`src/rtl/joypad_bridge.sv`:
```
// USB gamepad report bridge to NES $4016/$4017 serial joypad registers.
// Optional turbo A/B gating is enabled by defining JOYPAD_TURBO_EN.
module joypad_bridge #(
    parameter int          NUM_PADS       = 2,
    parameter logic [23:0] TIMEOUT_CYCLES = 24'd2400000,
    parameter bit          SOCD_FILTER    = 1'b1,
    parameter logic [15:0] TURBO_DIV      = 16'd50000
) (
    input  logic                  clk,
    input  logic                  rst,
    input  logic [8*NUM_PADS-1:0] pad_data,
    input  logic [NUM_PADS-1:0]   pad_ena,
    input  logic                  cpu_strobe_wr,
    input  logic                  cpu_strobe_d,
    input  logic [NUM_PADS-1:0]   cpu_rd,
`ifdef JOYPAD_TURBO_EN
    input  logic [2*NUM_PADS-1:0] turbo_mask,
`endif
    output logic [NUM_PADS-1:0]   cpu_rd_data,
    output logic [8*NUM_PADS-1:0] pad_state,
    output logic [NUM_PADS-1:0]   pad_valid
);

    localparam bit          T_EN   = (TIMEOUT_CYCLES != 24'd0);
    localparam int          TW     = T_EN ? $clog2(32'(TIMEOUT_CYCLES) + 1) : 1;
    localparam logic [TW-1:0] T_LAST = TW'(TIMEOUT_CYCLES - 24'd1);

    logic [7:0]    state    [NUM_PADS];
    logic [7:0]    shift    [NUM_PADS];
    logic [7:0]    load_val [NUM_PADS];
    logic [TW-1:0] tcnt     [NUM_PADS];
    logic [NUM_PADS-1:0] valid;
    logic          strobe;
    logic          load_now;

    function automatic logic [7:0] filt(input logic [7:0] d);
        logic [7:0] r;
        r = d;
        if (SOCD_FILTER) begin
            if (d[4] && d[5]) r[5:4] = 2'b00;
            if (d[6] && d[7]) r[7:6] = 2'b00;
        end
        return r;
    endfunction

`ifdef JOYPAD_TURBO_EN
    logic [15:0] turbo_cnt;
    logic        turbo_phase;

    always_ff @(posedge clk) begin
        if (rst) begin
            turbo_cnt   <= '0;
            turbo_phase <= 1'b0;
        end else if (turbo_cnt == TURBO_DIV - 16'd1) begin
            turbo_cnt   <= '0;
            turbo_phase <= ~turbo_phase;
        end else begin
            turbo_cnt <= turbo_cnt + 16'd1;
        end
    end

    // Turbo only gates what the CPU sees; held state stays clean for LEDs.
    always_comb begin
        for (int i = 0; i < NUM_PADS; i++) begin
            load_val[i] = state[i];
            if (!turbo_phase) begin
                if (turbo_mask[2*i])   load_val[i][0] = 1'b0;
                if (turbo_mask[2*i+1]) load_val[i][1] = 1'b0;
            end
        end
    end
`else
    always_comb begin
        for (int i = 0; i < NUM_PADS; i++) load_val[i] = state[i];
    end
`endif

    // A write with d=1 reloads in the same cycle as the latch is set.
    assign load_now = strobe || (cpu_strobe_wr && cpu_strobe_d);

    // NOTE: all state here uses non-blocking assignments so every register
    // samples pre-edge values regardless of statement order.
    always_ff @(posedge clk) begin
        if (rst) begin
            strobe <= 1'b0;
            valid  <= '0;
            for (int i = 0; i < NUM_PADS; i++) begin
                state[i] <= '0;
                shift[i] <= '0;
                tcnt[i]  <= '0;
            end
        end else begin
            if (cpu_strobe_wr) strobe <= cpu_strobe_d;
            for (int i = 0; i < NUM_PADS; i++) begin
                if (pad_ena[i]) begin
                    state[i] <= filt(pad_data[8*i +: 8]);
                    valid[i] <= 1'b1;
                    tcnt[i]  <= '0;
                end else if (T_EN && valid[i]) begin
                    if (tcnt[i] == T_LAST) begin
                        state[i] <= '0;
                        valid[i] <= 1'b0;
                        tcnt[i]  <= '0;
                    end else if (tcnt[i] != '1) begin
                        tcnt[i] <= tcnt[i] + TW'(1);
                    end
                end

                // Ones shifted in make reads past the eighth return 1.
                if (load_now)
                    shift[i] <= load_val[i];
                else if (!cpu_strobe_wr && cpu_rd[i])
                    shift[i] <= {1'b1, shift[i][7:1]};
            end
        end
    end

    always_comb begin
        for (int i = 0; i < NUM_PADS; i++) begin
            pad_state[8*i +: 8] = state[i];
            cpu_rd_data[i]      = shift[i][0];
        end
    end

    assign pad_valid = valid;

endmodule

```
`config.mk`:
```
export PLATFORM = sky130hd
export DESIGN_NAME = joypad_bridge
export DESIGN_NICKNAME = d
export VERILOG_FILES = /design/src/rtl/joypad_bridge.sv
export SDC_FILE = /design/constraint.sdc
export NUM_CORES = 1
export LEC_CHECK = 0
export BUFFER_PORTS_ARGS = -buffer_cell sky130_fd_sc_hd__buf_2
export CORE_ASPECT_RATIO = 1.25
export CORE_MARGIN = 2
export CORE_UTILIZATION = 24
export CTS_BUF_LIST = sky130_fd_sc_hd__clkbuf_8
export DETAILED_ROUTE_END_ITERATION = 8
export GPL_ROUTABILITY_DRIVEN = 1
export PLACE_DENSITY = 0.43
export SLEW_MARGIN = 20
export SYNTH_ARGS = -nofsm -noshare
export SYNTH_HDL_FRONTEND = slang
export SYNTH_SLANG_ARGS = --single-unit
```
`constraint.sdc`:
```
create_clock -name clk -period 10.6 [get_ports clk]
set_input_delay 2.12 -clock clk [delete_from_list [all_inputs] [get_ports clk]]
set_output_delay 2.12 -clock clk [all_outputs]
set_load 0.02 [all_outputs]
```
==> flow_summary.toml <==
[worst_setup_path]
worst-path-stages = 5
cp_max_fo = 30
arrival_ns = 3.67
worst_path_largest_cell_delay_ns = 0.63
cp-end-kind = "flip-flop"
path_class = "input pin to flip-flop"
crit_path_start_kind = "input pin"
path_buf_inv = 1
critPathTopFamily = "simple AND/OR/NAND/NOR gates"
slowest_stage = "nor3_1"
reg2reg_depth = 7
path_cells = "buf_2 > nor2_1 > nand2_1 > nor3_1 > nor4b_1"
critical_path_required_ns = 10.67

[timing]
worstMarginPinSlew_ns = 1.013
relSlewSlack_pct = 32.21
min_period_ns = 3.602
rsz0062_at_grt = "no"
max_freq_ghz = 0.2776
maxSlewViolCount = 0
fin_skew_ns = 0.01130
period_share_pct = 33.98
fin_setup_tns_ns = 0
setup-violations-final = 0
hold_viol_final = 0

[power_and_ir_drop]
peakVddDrop_mv = 0.05034
leakagePower_uw = 0.001561
power_density_nw_per_um2 = 136.5

[yosys]
syn_area_um2 = 4131
synth_flop_cell = "edfxtp_1"
seq_area_frac_synth_pct = 54.51
synth_area_leaders = "edfxtp_1 49%, dfxtp_1 5.8%, nor3_1 4.0%, a22o_1 3.0%, xnor2_1 2.8%"
synth_top_area_share_pct = 48.70
synth_commonest_cells = "67 x edfxtp_1, 33 x nor3_1, 21 x nand2_1"
synth_cells = 373
ys_async_sr_fraction_pct = 0
yosys_warnings = 0
postSynthAreaPerCell_um2 = 11.08
syn-num-nets = 399
synth_edf_count = 67
synth_most_common_cell = "edfxtp_1"
synth_cell_types = 50
synth_seq_cells = 79
synth_largest_area_cell = "edfxtp_1"

[die]
die-area_um2 = 18290
core_area_um2 = 16840
die_w_um = 121.4
die_y_um = 150.7
rows = 53
io_pins = 44
start_util_pct = 24.53

[finish]
layout.nets = 436
drive_gt1_share_pct = 18.31
fill_cells = 1770
ff_latch_area_um2 = 2252
diodes = 0
multiInputGateArea_um2 = 1737
area_growth_pct = 15.17
fin_util_pct = 28.25

[clock_network]
cts_root_buffer = "clkbuf_8"
postCtsResizedCells = 0
cts_buffer_depth = 2
clk_pin_slew_ns = 0.07
htree_levels = 3
cts_hold_buf = 0
cts_setup_buffers = 0
cts_tree = "yes"
cts_sinks = 79
cts_made_buffers = 9
worstSkewPairLatency_ns = 0.37

[job]
drv_cap = 0

[worst_hold_path]
holdPathStages = 2
min_path_type = "flip-flop to flip-flop"

[detailed_routing]
drc_errors = 0
drt-total-wl_mm = 9.322
antenna_left = 0
vias = 3049
drt_iter0_markers = 177
first_pass_iters = 6
via_per_inst = 4.802
wl_per_cell_um = 14.68

[place]
place.gp.congestion = 0.7489
port_buffers = 43
dp_hpwl_mm = 6.535

[status]
status = "complete, no violations"

[global_routing]
antenna_found_initial = 0
grt_max_degree = 31
grt_overflow = 0
grt_pass1_wl_mm = 15.12
grt_pass1_vias = 3026
track_usage_pct = 10.55
-- state kept, by name, summed over array words and instances, names as in the netlist --
signal,flops
tcnt,44
shift,16
strobe,1
state,16
pad_valid,2
-- per-layer routing --
| metal | vias up | wire [um] | share of wire [%] | track usage (%) |
|---|---|---|---|---|
| met2 | 50 | 4641 | 50 | 18.62 |
| met4 | 0 | 231 | 2.5 | 5.862 |
| met5 | - | 0 | 0 | 0 |
| met3 | 12 | 338 | 3.6 | 1.667 |
| met1 | 1458 | 4112 | 44 | 12.12 |
| li1 | 1529 | - | - | - |
-- report_power, final --
part | internal, uW | switching, uW
clock network | 107 | 114
logic | 20.0 | 33.5
registers | 358 | 17.8
-- cell type report --
class | instances | share of cell area (%)
inverter | 18 | 1.420
clock inverter | 7 | 1.367
clock buffer | 9 | 2.603
timing repair buffer | 46 | 4.996
sequential | 79 | 47.33
tap | 220 | 5.785
multi-input combinational | 256 | 36.50
-- placed cells by master (no fill, tap or decap), types with 3 or more instances in the layout --
master | Yosys | routed
a211oi_1 | 9 | 9
a211oi_2 | 3 | 3
a21oi_1 | 5 | 5
a22o_1 | 14 | 14
and4_1 | 6 | 6
buf_2 | 8 | 43
buf_4 | 2 | 3
clkbuf_8 | 0 | 9
clkinvlp_4 | 0 | 3
dfxtp_1 | 12 | 12
edfxtp_1 | 67 | 67
inv_1 | 18 | 19
nand2_1 | 21 | 21
nand2b_1 | 6 | 6
nand3_1 | 18 | 18
nand3b_1 | 5 | 5
nand4_1 | 10 | 10
nor2_1 | 19 | 19
nor3_1 | 33 | 33
nor4_1 | 8 | 8
nor4b_1 | 5 | 4
o21ai_0 | 11 | 9
o31ai_1 | 9 | 8
o41ai_1 | 8 | 8
or3_1 | 6 | 6
or4_1 | 10 | 10
xnor2_1 | 13 | 13
xor2_1 | 12 | 12
-- worst paths after layout --
kind                                  start           to  slack, ns
worst max-delay path                    rst  state[0][2]       7.00
worst min register to register  shift[1][7]  shift[1][7]       0.48
worst max register to register   tcnt[1][0]   tcnt[1][3]       7.63
worst min-delay path            shift[1][7]  shift[1][7]       0.48
-- worst min-delay path: stages (launching register included) --
cell,delay (ns)
dfxtp_1,0.31
inv_1,0.05
a311oi_1,0.07
-- cells by family (layout without fill, tap and decap cells) --
logic type	count (synthesis)	after routing	share of synthesized area [%]
compound gates	65	65	12.14
xor+xnor	25	25	5.300
fa+ha+maj	2	2	0.6056
buf+inv	38	80	4.088
flops	79	79	54.51
simple gates	164	164	23.35
-- stage by stage --
stage | worst slack, ns | hold slack (ns) | cells | cell area [um2] | total power (uW)
2_1_floorplan | 6.660 | 0.4418 | 373 | 4131 | 414.5
3_3_place_gp | 6.808 | 0.4681 | 619 | 4557 | 436.4
3_5_place_dp | 6.659 | 0.4731 | 619 | 4564 | 436.9
4_1_cts | 7.045 | 0.4854 | 635 | 4753 | 657.8
5_1_grt | 6.822 | 0.5088 | 635 | 4758 | 678.5
6_report | 6.998 | 0.4754 | 635 | 4758 | 649.4
Power figures use the tool's default switching activity.
